<file path="src/rtl/alu_flag_pkg.sv">
// -----------------------------------------------------------------------------
// alu_flag_pkg
// Shared definitions for the ALU flag unit: opcode encodings, the control FSM
// state type and the packed condition-flag record.
// No ports (package).
// -----------------------------------------------------------------------------
package alu_flag_pkg;

    // Opcode encodings (5-bit; zero-extended to the opcode field width).
    localparam logic [4:0] OP_MOV = 5'b00001;
    localparam logic [4:0] OP_ADD = 5'b00010;
    localparam logic [4:0] OP_SUB = 5'b00011;
    localparam logic [4:0] OP_MUL = 5'b00100;
    localparam logic [4:0] OP_OR  = 5'b00101;
    localparam logic [4:0] OP_AND = 5'b00110;
    localparam logic [4:0] OP_XOR = 5'b00111;

    // Control FSM states.
    typedef enum logic [1:0] {
        ST_IDLE     = 2'b00,
        ST_MUL_BUSY = 2'b01,
        ST_HOLD     = 2'b10
    } state_e;

    // Condition flags loaded together with each result.
    typedef struct packed {
        logic zero;
        logic sign;
        logic carry;
        logic overflow;
    } flags_t;

endpackage

</file>
<file path="src/rtl/alu_flag_unit_mul.sv">
// -----------------------------------------------------------------------------
// alu_flag_mul
// Iterative shift-add multiplier, one multiplier bit per clock, WIDTH steps.
// Only built when ALU_FLAG_MUL_EN is defined (instantiated by alu_flag_unit).
// Ports:
//   clk      - clock, rising edge
//   sys_rst  - synchronous active-high reset (aborts a running multiply)
//   start    - load operands and begin (ignored while busy)
//   a, b     - WIDTH-bit unsigned operands
//   done     - high during the cycle whose rising edge completes the last step
//   product  - 2*WIDTH-bit product; valid while done is high
// -----------------------------------------------------------------------------
module alu_flag_mul #(
    parameter int WIDTH = 16
) (
    input  logic               clk,
    input  logic               sys_rst,
    input  logic               start,
    input  logic [WIDTH-1:0]   a,
    input  logic [WIDTH-1:0]   b,
    output logic               done,
    output logic [2*WIDTH-1:0] product
);

    localparam int CW = $clog2(WIDTH + 1);

    logic [2*WIDTH-1:0] acc_q, acc_d;
    logic [2*WIDTH-1:0] mcand_q, mcand_d;
    logic [WIDTH-1:0]   mplier_q, mplier_d;
    logic [CW-1:0]      cnt_q, cnt_d;
    logic               busy_q, busy_d;
    logic [2*WIDTH-1:0] step_sum_s;

    // Partial-product step; the final step's sum is presented directly so the
    // caller can capture it on the same edge that would retire the multiply.
    always_comb begin
        step_sum_s = acc_q + (mplier_q[0] ? mcand_q : {(2*WIDTH){1'b0}});
        product    = step_sum_s;
        done       = busy_q && (cnt_q == CW'(1));
    end

    // Next-state for the shift-add datapath and step counter.
    always_comb begin
        acc_d    = acc_q;
        mcand_d  = mcand_q;
        mplier_d = mplier_q;
        cnt_d    = cnt_q;
        busy_d   = busy_q;
        if (start && !busy_q) begin
            acc_d    = {(2*WIDTH){1'b0}};
            mcand_d  = {{WIDTH{1'b0}}, a};
            mplier_d = b;
            cnt_d    = CW'(WIDTH);
            busy_d   = 1'b1;
        end else if (busy_q) begin
            acc_d    = step_sum_s;
            mcand_d  = mcand_q << 1;
            mplier_d = mplier_q >> 1;
            cnt_d    = cnt_q - CW'(1);
            busy_d   = (cnt_q != CW'(1));
        end else begin
            busy_d   = 1'b0;
        end
    end

    // State registers.
    always_ff @(posedge clk) begin
        if (sys_rst) begin
            acc_q    <= {(2*WIDTH){1'b0}};
            mcand_q  <= {(2*WIDTH){1'b0}};
            mplier_q <= {WIDTH{1'b0}};
            cnt_q    <= {CW{1'b0}};
            busy_q   <= 1'b0;
        end else begin
            acc_q    <= acc_d;
            mcand_q  <= mcand_d;
            mplier_q <= mplier_d;
            cnt_q    <= cnt_d;
            busy_q   <= busy_d;
        end
    end

endmodule

</file>
<file path="src/rtl/alu_flag_unit.sv">
// -----------------------------------------------------------------------------
// alu_flag_unit
// Single-issue ALU with registered result and condition flags and a
// valid/ready handshake on both sides.
// Build option: define ALU_FLAG_MUL_EN to include the iterative multiplier
// (opcode MUL, WIDTH+1 cycle latency); without it MUL is an illegal opcode.
// Ports:
//   clk, sys_rst             - clock and synchronous active-high reset
//   in_valid / in_ready      - operation handshake (ready only when idle)
//   oper_type                - opcode
//   src1, src2, imm          - operands; imm_mode=1 selects imm as operand 2
//   out_valid / out_ready    - result handshake
//   result                   - registered result
//   zero, sign, carry, overflow - registered flags, held until next load
//   illegal                  - one-cycle pulse for an undefined opcode
// -----------------------------------------------------------------------------
module alu_flag_unit
    import alu_flag_pkg::*;
#(
    parameter int WIDTH = 16,
    parameter int OPW   = 5
) (
    input  logic             clk,
    input  logic             sys_rst,
    input  logic             in_valid,
    output logic             in_ready,
    input  logic [OPW-1:0]   oper_type,
    input  logic [WIDTH-1:0] src1,
    input  logic [WIDTH-1:0] src2,
    input  logic [WIDTH-1:0] imm,
    input  logic             imm_mode,
    output logic             out_valid,
    input  logic             out_ready,
    output logic [WIDTH-1:0] result,
    output logic             zero,
    output logic             sign,
    output logic             carry,
    output logic             overflow,
    output logic             illegal
);

    state_e           state_q, state_d;
    logic [WIDTH-1:0] result_q, result_d;
    flags_t           flags_q, flags_d;
    logic             out_valid_q, out_valid_d;
    logic             illegal_q, illegal_d;

    logic [WIDTH-1:0] op2_s;
    logic [WIDTH:0]   add_s;
    logic [WIDTH-1:0] sub_s;
    logic [WIDTH-1:0] alu_res_s;
    logic             alu_carry_s;
    logic             alu_ovf_s;
    logic             alu_legal_s;
    logic             is_mul_s;

`ifdef ALU_FLAG_MUL_EN
    logic               mul_start_s;
    logic               mul_done_s;
    logic [2*WIDTH-1:0] mul_prod_s;
    logic               mul_hi_nz_s;

    alu_flag_mul #(
        .WIDTH   (WIDTH)
    ) u_mul (
        .clk     (clk),
        .sys_rst (sys_rst),
        .start   (mul_start_s),
        .a       (src1),
        .b       (op2_s),
        .done    (mul_done_s),
        .product (mul_prod_s)
    );

    // Product overflows WIDTH bits when any upper half bit is set.
    assign mul_hi_nz_s = |mul_prod_s[2*WIDTH-1:WIDTH];
`endif

    // zero/sign always follow the value being loaded.
    function automatic flags_t pack_flags(input logic [WIDTH-1:0] r,
                                          input logic c, input logic v);
        flags_t f;
        f.zero     = (r == {WIDTH{1'b0}});
        f.sign     = r[WIDTH-1];
        f.carry    = c;
        f.overflow = v;
        return f;
    endfunction

    // Single-cycle datapath and opcode decode.
    always_comb begin
        op2_s       = imm_mode ? imm : src2;
        add_s       = {1'b0, src1} + {1'b0, op2_s};
        sub_s       = src1 - op2_s;
        alu_res_s   = {WIDTH{1'b0}};
        alu_carry_s = 1'b0;
        alu_ovf_s   = 1'b0;
        alu_legal_s = 1'b0;
        is_mul_s    = 1'b0;
        case (oper_type)
            OPW'(OP_MOV): begin
                alu_res_s   = op2_s;
                alu_legal_s = 1'b1;
            end
            OPW'(OP_ADD): begin
                alu_res_s   = add_s[WIDTH-1:0];
                alu_carry_s = add_s[WIDTH];
                alu_ovf_s   = (src1[WIDTH-1] == op2_s[WIDTH-1]) &&
                              (add_s[WIDTH-1] != src1[WIDTH-1]);
                alu_legal_s = 1'b1;
            end
            OPW'(OP_SUB): begin
                alu_res_s   = sub_s;
                alu_carry_s = (src1 < op2_s);
                alu_ovf_s   = (src1[WIDTH-1] != op2_s[WIDTH-1]) &&
                              (sub_s[WIDTH-1] != src1[WIDTH-1]);
                alu_legal_s = 1'b1;
            end
            OPW'(OP_MUL): begin
`ifdef ALU_FLAG_MUL_EN
                is_mul_s    = 1'b1;
`else
                is_mul_s    = 1'b0;
`endif
            end
            OPW'(OP_OR): begin
                alu_res_s   = src1 | op2_s;
                alu_legal_s = 1'b1;
            end
            OPW'(OP_AND): begin
                alu_res_s   = src1 & op2_s;
                alu_legal_s = 1'b1;
            end
            OPW'(OP_XOR): begin
                alu_res_s   = src1 ^ op2_s;
                alu_legal_s = 1'b1;
            end
            default: begin
                alu_legal_s = 1'b0;
            end
        endcase
    end

    // Control FSM: result/flags change only when a result is loaded.
    always_comb begin
        state_d     = state_q;
        result_d    = result_q;
        flags_d     = flags_q;
        out_valid_d = out_valid_q;
        illegal_d   = 1'b0;
`ifdef ALU_FLAG_MUL_EN
        mul_start_s = 1'b0;
`endif
        case (state_q)
            ST_IDLE: begin
                if (in_valid) begin
                    if (alu_legal_s) begin
                        result_d    = alu_res_s;
                        flags_d     = pack_flags(alu_res_s, alu_carry_s, alu_ovf_s);
                        out_valid_d = 1'b1;
                        state_d     = ST_HOLD;
                    end else if (is_mul_s) begin
`ifdef ALU_FLAG_MUL_EN
                        mul_start_s = 1'b1;
                        state_d     = ST_MUL_BUSY;
`else
                        illegal_d   = 1'b1;
`endif
                    end else begin
                        illegal_d   = 1'b1;
                    end
                end else begin
                    state_d = ST_IDLE;
                end
            end
`ifdef ALU_FLAG_MUL_EN
            ST_MUL_BUSY: begin
                if (mul_done_s) begin
                    result_d    = mul_prod_s[WIDTH-1:0];
                    flags_d     = pack_flags(mul_prod_s[WIDTH-1:0], mul_hi_nz_s, mul_hi_nz_s);
                    out_valid_d = 1'b1;
                    state_d     = ST_HOLD;
                end else begin
                    state_d = ST_MUL_BUSY;
                end
            end
`endif
            ST_HOLD: begin
                // Handshake completes here; a new op is only taken from IDLE.
                if (out_ready) begin
                    out_valid_d = 1'b0;
                    state_d     = ST_IDLE;
                end else begin
                    state_d = ST_HOLD;
                end
            end
            default: begin
                out_valid_d = 1'b0;
                state_d     = ST_IDLE;
            end
        endcase
    end

    // State and output registers.
    always_ff @(posedge clk) begin
        if (sys_rst) begin
            state_q     <= ST_IDLE;
            result_q    <= {WIDTH{1'b0}};
            flags_q     <= '{zero: 1'b0, sign: 1'b0, carry: 1'b0, overflow: 1'b0};
            out_valid_q <= 1'b0;
            illegal_q   <= 1'b0;
        end else begin
            state_q     <= state_d;
            result_q    <= result_d;
            flags_q     <= flags_d;
            out_valid_q <= out_valid_d;
            illegal_q   <= illegal_d;
        end
    end

    assign in_ready  = (state_q == ST_IDLE);
    assign out_valid = out_valid_q;
    assign result    = result_q;
    assign zero      = flags_q.zero;
    assign sign      = flags_q.sign;
    assign carry     = flags_q.carry;
    assign overflow  = flags_q.overflow;
    assign illegal   = illegal_q;

endmodule

</file>
<file path="config.mk">
export PLATFORM = sky130hd
export DESIGN_NAME = alu_flag_unit
export DESIGN_NICKNAME = d
export VERILOG_FILES = /design/src/rtl/alu_flag_pkg.sv /design/src/rtl/alu_flag_unit_mul.sv /design/src/rtl/alu_flag_unit.sv
export SDC_FILE = /design/constraint.sdc
export NUM_CORES = 1
export LEC_CHECK = 0
export CAP_MARGIN = 5
export CORE_ASPECT_RATIO = 1.4
export CORE_MARGIN = 2
export CORE_UTILIZATION = 53
export DETAILED_ROUTE_END_ITERATION = 8
export PLACE_DENSITY_LB_ADDON = 0.25
export SYNTH_ARGS = -nofsm -noshare
export SYNTH_HDL_FRONTEND = slang
export SYNTH_SLANG_ARGS = --single-unit
</file>
<file path="constraint.sdc">
create_clock -name clk -period 6.58 [get_ports clk]
set_clock_uncertainty 0.2 [all_clocks]
set_input_delay 1.974 -clock clk [delete_from_list [all_inputs] [get_ports clk]]
set_output_delay 1.974 -clock clk [all_outputs]
set_load 0.005 [all_outputs]
</file>
==> results of run 1 <==
## flip-flops by register name, indices dropped and copies added, names as in the netlist
name	cells
result	16
carry	1
illegal	1
out_valid	1
overflow	1
state_q	1
zero	1
## routing by layer
| metal | track usage [%] | part of all wire [%] | routed length [um] | vias to the layer above |
|---|---|---|---|---|
| met3 | 3.21 | 7.8 | 883 | 28 |
| met4 | 11.2 | 2.3 | 265 | 0 |
| met1 | 37.8 | 41 | 4670 | 1879 |
| met2 | 47.9 | 48 | 5470 | 196 |
| li1 | - | - | - | 1931 |
| met5 | 0 | 0 | 0 | - |
## area by class of cell
type | count | area, um2
inverters | 49 | 184
flip-flops and latches | 22 | 440
well taps | 95 | 119
repair buffers | 88 | 861
multi-input cells | 391 | 3000
clock inverters | 1 | 30.0
clock buffers | 3 | 41.3
fillers | 610 | 2220
## critical path: cells and delay by family
kind,cells,cell delay (ps)
XOR/XNOR,1,170
AND/OR/NAND/NOR,2,450
buffers and inverters,2,920
adder cells (fa/ha/maj),2,630
AO/OA/AOI/OAI,6,1340
multiplexers,1,340
## power breakdown
| part | switching [mW] | total [mW] | leakage, nW | internal [mW] |
|---|---|---|---|---|
| registers | 0.00268 | 0.141 | 0.179 | 0.138 |
| logic | 0.177 | 0.322 | 1.74 | 0.145 |
| clock network | 0.0440 | 0.125 | 0.0357 | 0.0813 |
## metrics by stage
step / hold WS [ps] / instance area (um2) / setup WS [ps] / utilization, %
3_5_place_dp: 283 / 4600 / 470 / 66.8
4_1_cts: 302 / 4670 / 744 / 67.8
6_report: 294 / 4670 / 737 / 67.8
2_1_floorplan: 258 / 3750 / 1150 / -
5_1_grt: 316 / 4670 / 524 / 67.8
3_3_place_gp: 268 / 4600 / 663 / 66.8
## worst paths after layout
check / from / slack (ps) / to
worst min-delay path: out_valid / 290 / out_valid
worst max-delay path: imm_mode / 740 / zero
worst min register to register: out_valid / 290 / out_valid
worst max register to register: state_q[1] / 4380 / overflow
## cells in the final DEF (no fill, tap or decap), types with 16 or more instances in the layout
master            n
nand2_1          28
inv_1            49
ha_1             58
a21oi_1          28
dfxtp_1          22
o21ai_0          25
a211oi_1         18
mux2i_1          16
clkdlybuf4s50_1  80
nor2_1           42
## cell families after synthesis
group / synth area share [%]
muxes: 6.67
adders and majority gates: 20.4
xor gates and xnor gates: 2.34
AOI/OAI and AO/OA: 31.7
and+or+nand+nor: 18.8
buffers and inverters: 8.34
DFF: 11.7
==> impl_metrics.json, run 1 <==
{
  "run_status": "complete, no violations",
  "start_util_pct": 54.4,
  "die-area_um2": 7770,
  "dieWidth_um": 75.1,
  "clk_path_buf_depth": 2,
  "endpoint_kind": "flip-flop",
  "grt_max_degree": 25,
  "ys_seq_elements": 22,
  "dp_hpwl_mm": 8.83,
  "gr-total-overflow": 0,
  "synth_edf_count": 0,
  "finalNetCount": 673,
  "dieHeight_um": 104,
  "antenna_left": 0,
  "drc": 0,
  "cp_cell_sequence": "clkdlybuf4s50_1 > mux2i_1 > inv_1 > ha_1 > fa_1 > o21ba_2 > o2111ai_1 > a2bb2oi_1 > a222oi_1 > xnor2_1 > o221ai_1 > nor4_1 > nand4_1 > o21ai_1",
  "cp-start-kind": "primary input",
  "clock_latency_ps": 260,
  "reg2regPathDepth": 7,
  "synth_fp_nets": 607,
  "rows": 36,
  "tightest_slew_ps": 983,
  "gp_congestion": 1.04,
  "final_cells": 649,
  "slowest_delay_ps": 820,
  "grt_first_pass_wirelength_mm": 18.2,
  "grt_pass1_vias": 3883,
  "synthArstFlopShare_pct": 0,
  "synthTopCellsByCount": "ha_1 (58), inv_1 (49), nor2_1 (43)",
  "period_share_pct": 88.8,
  "yosysMostFrequentCell": "ha_1",
  "numPortBuffers": 80,
  "drtIter0Drc": 310,
  "hold_buffers": 0,
  "synth_ff_type": "dfxtp_1",
  "n_antenna_cell": 0,
  "maxCapViolCount": 0,
  "setup-violations-final": 0,
  "clock-sinks": 22,
  "ys_types": 79,
  "antenna_found_initial": 0,
  "clk_pin_slew_worst_paths_ps": 80,
  "dp.cells": 645,
  "synth_area_um2": 3750,
  "worst_hold_path.num_cells": 2,
  "worst_ir_drop_vdd_mv": 0.0881,
  "syn_to_final_growth_pct": 24.7,
  "relSlewSlack_pct": 34.4,
  "required_ps": 6580,
  "avgSynthCellArea_um2": 7.67,
  "cts_max_level": 1,
  "viasPerCell": 6.22,
  "min_path_type": "reg2reg",
  "power_leakage_nw": 1.96,
  "dr.pass1.iters": 6,
  "synth.area.top_cells": "ha_1 (19%), dfxtp_1 (12%), inv_1 (4.9%), nor2_1 (4.3%), mux2i_1 (4.3%)",
  "io_pins": 81,
  "max_freq_ghz": 0.171,
  "vias": 4034,
  "grtUsageTotal_pct": 29.1,
  "cp_slowest_cell": "clkdlybuf4s50_1",
  "ctsResizeCount": 0,
  "finalCriticalPeriod_ps": 5840,
  "layout-drive-gt1-share_pct": 6.86,
  "finalPower_mw": 0.589,
  "drv_slew": 0,
  "critPathKind": "in2reg",
  "yosysTopAreaCell": "ha_1",
  "power_density_nw_per_um2": 126,
  "netlist_instances": 489,
  "crit_arrival_ps": 5840,
  "grt_setup_unrepaired": "false",
  "wl_per_cell_um": 17.4,
  "hold_violations": 0,
  "critPathMaxFanout": 9,
  "numCtsBuffers": 3,
  "post-cts-setup-buffers": 0,
  "timing.setup.tns_ps": 0,
  "synth_top_area_share_pct": 19.4,
  "cts_root_buffer": "clkbuf_8",
  "ys_warn_count": 0,
  "cts_tree": "yes",
  "wl_mm": 11.3,
  "yosysSeqAreaShare_pct": 11.7,
  "core_um2": 6890
}
Power figures use the tool's default switching activity.
==> run 2: changes to the inputs <==
--- a/config.mk
+++ b/config.mk
@@ -5,10 +5,11 @@
 export SDC_FILE = /design/constraint.sdc
 export NUM_CORES = 1
 export LEC_CHECK = 0
+export ABC_AREA = 1
 export CAP_MARGIN = 5
 export CORE_ASPECT_RATIO = 1.4
 export CORE_MARGIN = 2
-export CORE_UTILIZATION = 53
+export CORE_UTILIZATION = 54
 export DETAILED_ROUTE_END_ITERATION = 8
 export PLACE_DENSITY_LB_ADDON = 0.25
 export SYNTH_ARGS = -nofsm -noshare
==> impl_metrics.json, run 2 <==
{
  "yosysTopAreaCell": "nand2_1",
  "power_density_nw_per_um2": 115,
  "drc": 0,
  "internal_power_mw": 0.324,
  "clock-sinks": 22,
  "grtUsageTotal_pct": 34.1,
  "p_sw_share_pct": 45.1,
  "layout-drive-gt1-share_pct": 3.54,
  "clkPwrFrac_pct": 16.8,
  "crit_family": "simple AND/OR/NAND/NOR gates",
  "wl_per_cell_um": 15.2,
  "required_ps": 6580,
  "start_util_pct": 55.3,
  "antenna_left": 0,
  "max_freq_ghz": 0.186,
  "dieWidth_um": 79.1,
  "cts_tree": "yes",
  "period_share_pct": 81.9,
  "final_cell_mix": "nand2_1 (230), inv_1 (151), nor2_1 (88), clkdlybuf4s50_1 (80), nand3_1 (78)",
  "gp_congestion": 0.978,
  "worst_ir_drop_vdd_mv": 0.111,
  "die-area_um2": 8620,
  "vias": 5082,
  "drv_slew": 0,
  "finalInstanceArea_um2": 5130,
  "grt_setup_unrepaired": "false",
  "pwr-share-comb_pct": 59.1,
  "setup-violations-final": 0,
  "synth_edf_count": 0,
  "seq_power_share_pct": 24.1,
  "power_leakage_nw": 2.89,
  "cp-start-kind": "primary input",
  "cp_cell_sequence": "clkdlybuf4s50_1 > nor2_1 > a21oi_1 > inv_1 > ha_1 > inv_1 > nand2_1 > nand2_1 > nand3_1 > nand2_1 > nand2_1 > nand2_1 > nand2_1 > nand2_1 > nor2_1 > nor2_1 > nand2_1 > nor2_1 > nand4_1 > a21oi_1",
  "synth_top_area_share_pct": 20.3,
  "synthArstFlopShare_pct": 0,
  "critPathMaxFanout": 22,
  "post_dp_cell_area_um2": 5080,
  "synth_fa_ha_area_share_pct": 18.0,
  "dieHeight_um": 109,
  "n_antenna_cell": 0,
  "post-cts-setup-buffers": 0,
  "yosysSeqAreaShare_pct": 10.3,
  "hold_slack_ps": 285,
  "ys_warn_count": 0,
  "avgSynthCellArea_um2": 5.47,
  "synthXorXnorAreaFrac_pct": 0.206,
  "synth.area.top_cells": "nand2_1 (20%), ha_1 (17%), inv_1 (13%), dfxtp_1 (10%), nand3_1 (9.2%)",
  "largest_reg_flops": 16,
  "netlist_instances": 778,
  "endpoint_kind": "flip-flop",
  "viasPerCell": 5.37,
  "synth_compound_area_share_pct": 11.5,
  "crit_arrival_ps": 5390,
  "synthTopCellsByCount": "nand2_1 (230), inv_1 (151), nor2_1 (88)",
  "grt_first_pass_wirelength_mm": 22.9,
  "crit_top_cell": "nand2_1",
  "gr-total-overflow": 0,
  "numPortBuffers": 80,
  "run_status": "complete, no violations",
  "yosysMostFrequentCell": "nand2_1",
  "maxCapViolCount": 0,
  "numCtsBuffers": 3,
  "cts_max_level": 1,
  "postLayoutSetupSlackWorst_ps": 1190,
  "hold_buffers": 0,
  "dp_hpwl_mm": 11.8,
  "clk_path_buf_depth": 2,
  "finalCriticalPeriod_ps": 5390,
  "syn_to_final_growth_pct": 20.5,
  "cp_num_buf_inv": 3,
  "cp_slowest_cell": "clkdlybuf4s50_1",
  "io_pins": 81,
  "rows": 38,
  "dr.pass1.iters": 5,
  "tightest_slew_ps": 1160,
  "relSlewSlack_pct": 22.6,
  "slowest_delay_ps": 920,
  "grt_pass1_vias": 4946,
  "synth_fp_nets": 896,
  "switchingPower_mw": 0.267,
  "grt_max_degree": 29,
  "min_path_type": "reg2reg",
  "ys_seq_elements": 22,
  "critPathKind": "in2reg",
  "timing.setup.tns_ps": 0,
  "drtIter0Drc": 292,
  "wl_mm": 14.4,
  "ctsResizeCount": 0,
  "hold_violations": 0,
  "synth_top_family_by_area": "simple AND/OR/NAND/NOR gates",
  "finalNetCount": 966,
  "cts_root_buffer": "clkbuf_8",
  "synth_area_um2": 4260,
  "clock_latency_ps": 270,
  "synth_ff_type": "dfxtp_1",
  "post-place-ws_ps": 917,
  "core_um2": 7700,
  "r2r_slack_ps": 4400,
  "layout_commonest_cell": "nand2_1",
  "synth-simple-area-share_pct": 43.0,
  "antenna_found_initial": 0,
  "clk_pin_slew_worst_paths_ps": 80,
  "final_util_pct": 66.6,
  "ys_types": 38,
  "synthMuxAreaShare_pct": 0
}
run 2: cell count changes after synthesis, sizes merged, moves of 8 or more:
cell and delta:
a211oi -17, a22oi -8, clkbuf -13, inv +109, mux2 -8, mux2i -16, nand2 +205, nand2b -8
nand3 +74, nor2 +52, xnor2 -8
run 2: cell families after synthesis:
family	Yosys count
simple gates	433
buf+inv	176
compound gates	86
fa+ha+maj	60
flops	22
xor+xnor	1
run 2: through the flow:
step / power [mW] / instances
6_report: 0.591 / 947
3_3_place_gp: 0.483 / 943
5_1_grt: 0.639 / 947
2_1_floorplan: 0.373 / 778
3_5_place_dp: 0.488 / 943
4_1_cts: 0.587 / 947
run 2: per-layer routing:
metal	vias to the layer above	track usage (%)	wire [um]
met5	-	0	0
met4	0	21.3	1010
met3	67	3.06	723
met2	208	65.4	7370
met1	2263	35.0	5280
li1	2544	-	-
run 2: cell type report:
| cell class | instances | area [um2] |
|---|---|---|
| multi-input combinational | 580 | 3090 |
| fill | 785 | 2570 |
| timing repair buffer | 83 | 823 |
| inverter | 158 | 593 |
| sequential | 22 | 440 |
| tap | 100 | 125 |
| clock buffer | 4 | 55.1 |
run 2: worst paths after layout:
| kind | start | endpoint | cells past startpoint |
|---|---|---|---|
| min reg2reg | state_q[1] | state_q[1] | 2 |
| min | state_q[1] | state_q[1] | 2 |
| max reg2reg | state_q[1] | zero | 11 |
| max | imm_mode | zero | 20 |
run 2: tightest hold or removal path: stages (launching register included):
cell and delay, ps:
dfxtp_1 320, nand2_1 60, a21oi_1 60
run 2: power by group through the flow:
stage                     Clock [mW]  Sequential (mW)  Combinational (mW)
after global routing           0.104            0.143               0.392
final                         0.0992            0.142               0.350
after floorplan                    0            0.145               0.227
after CTS                     0.0996            0.142               0.345
after detailed placement           0            0.145               0.343
after global placement             0            0.145               0.338
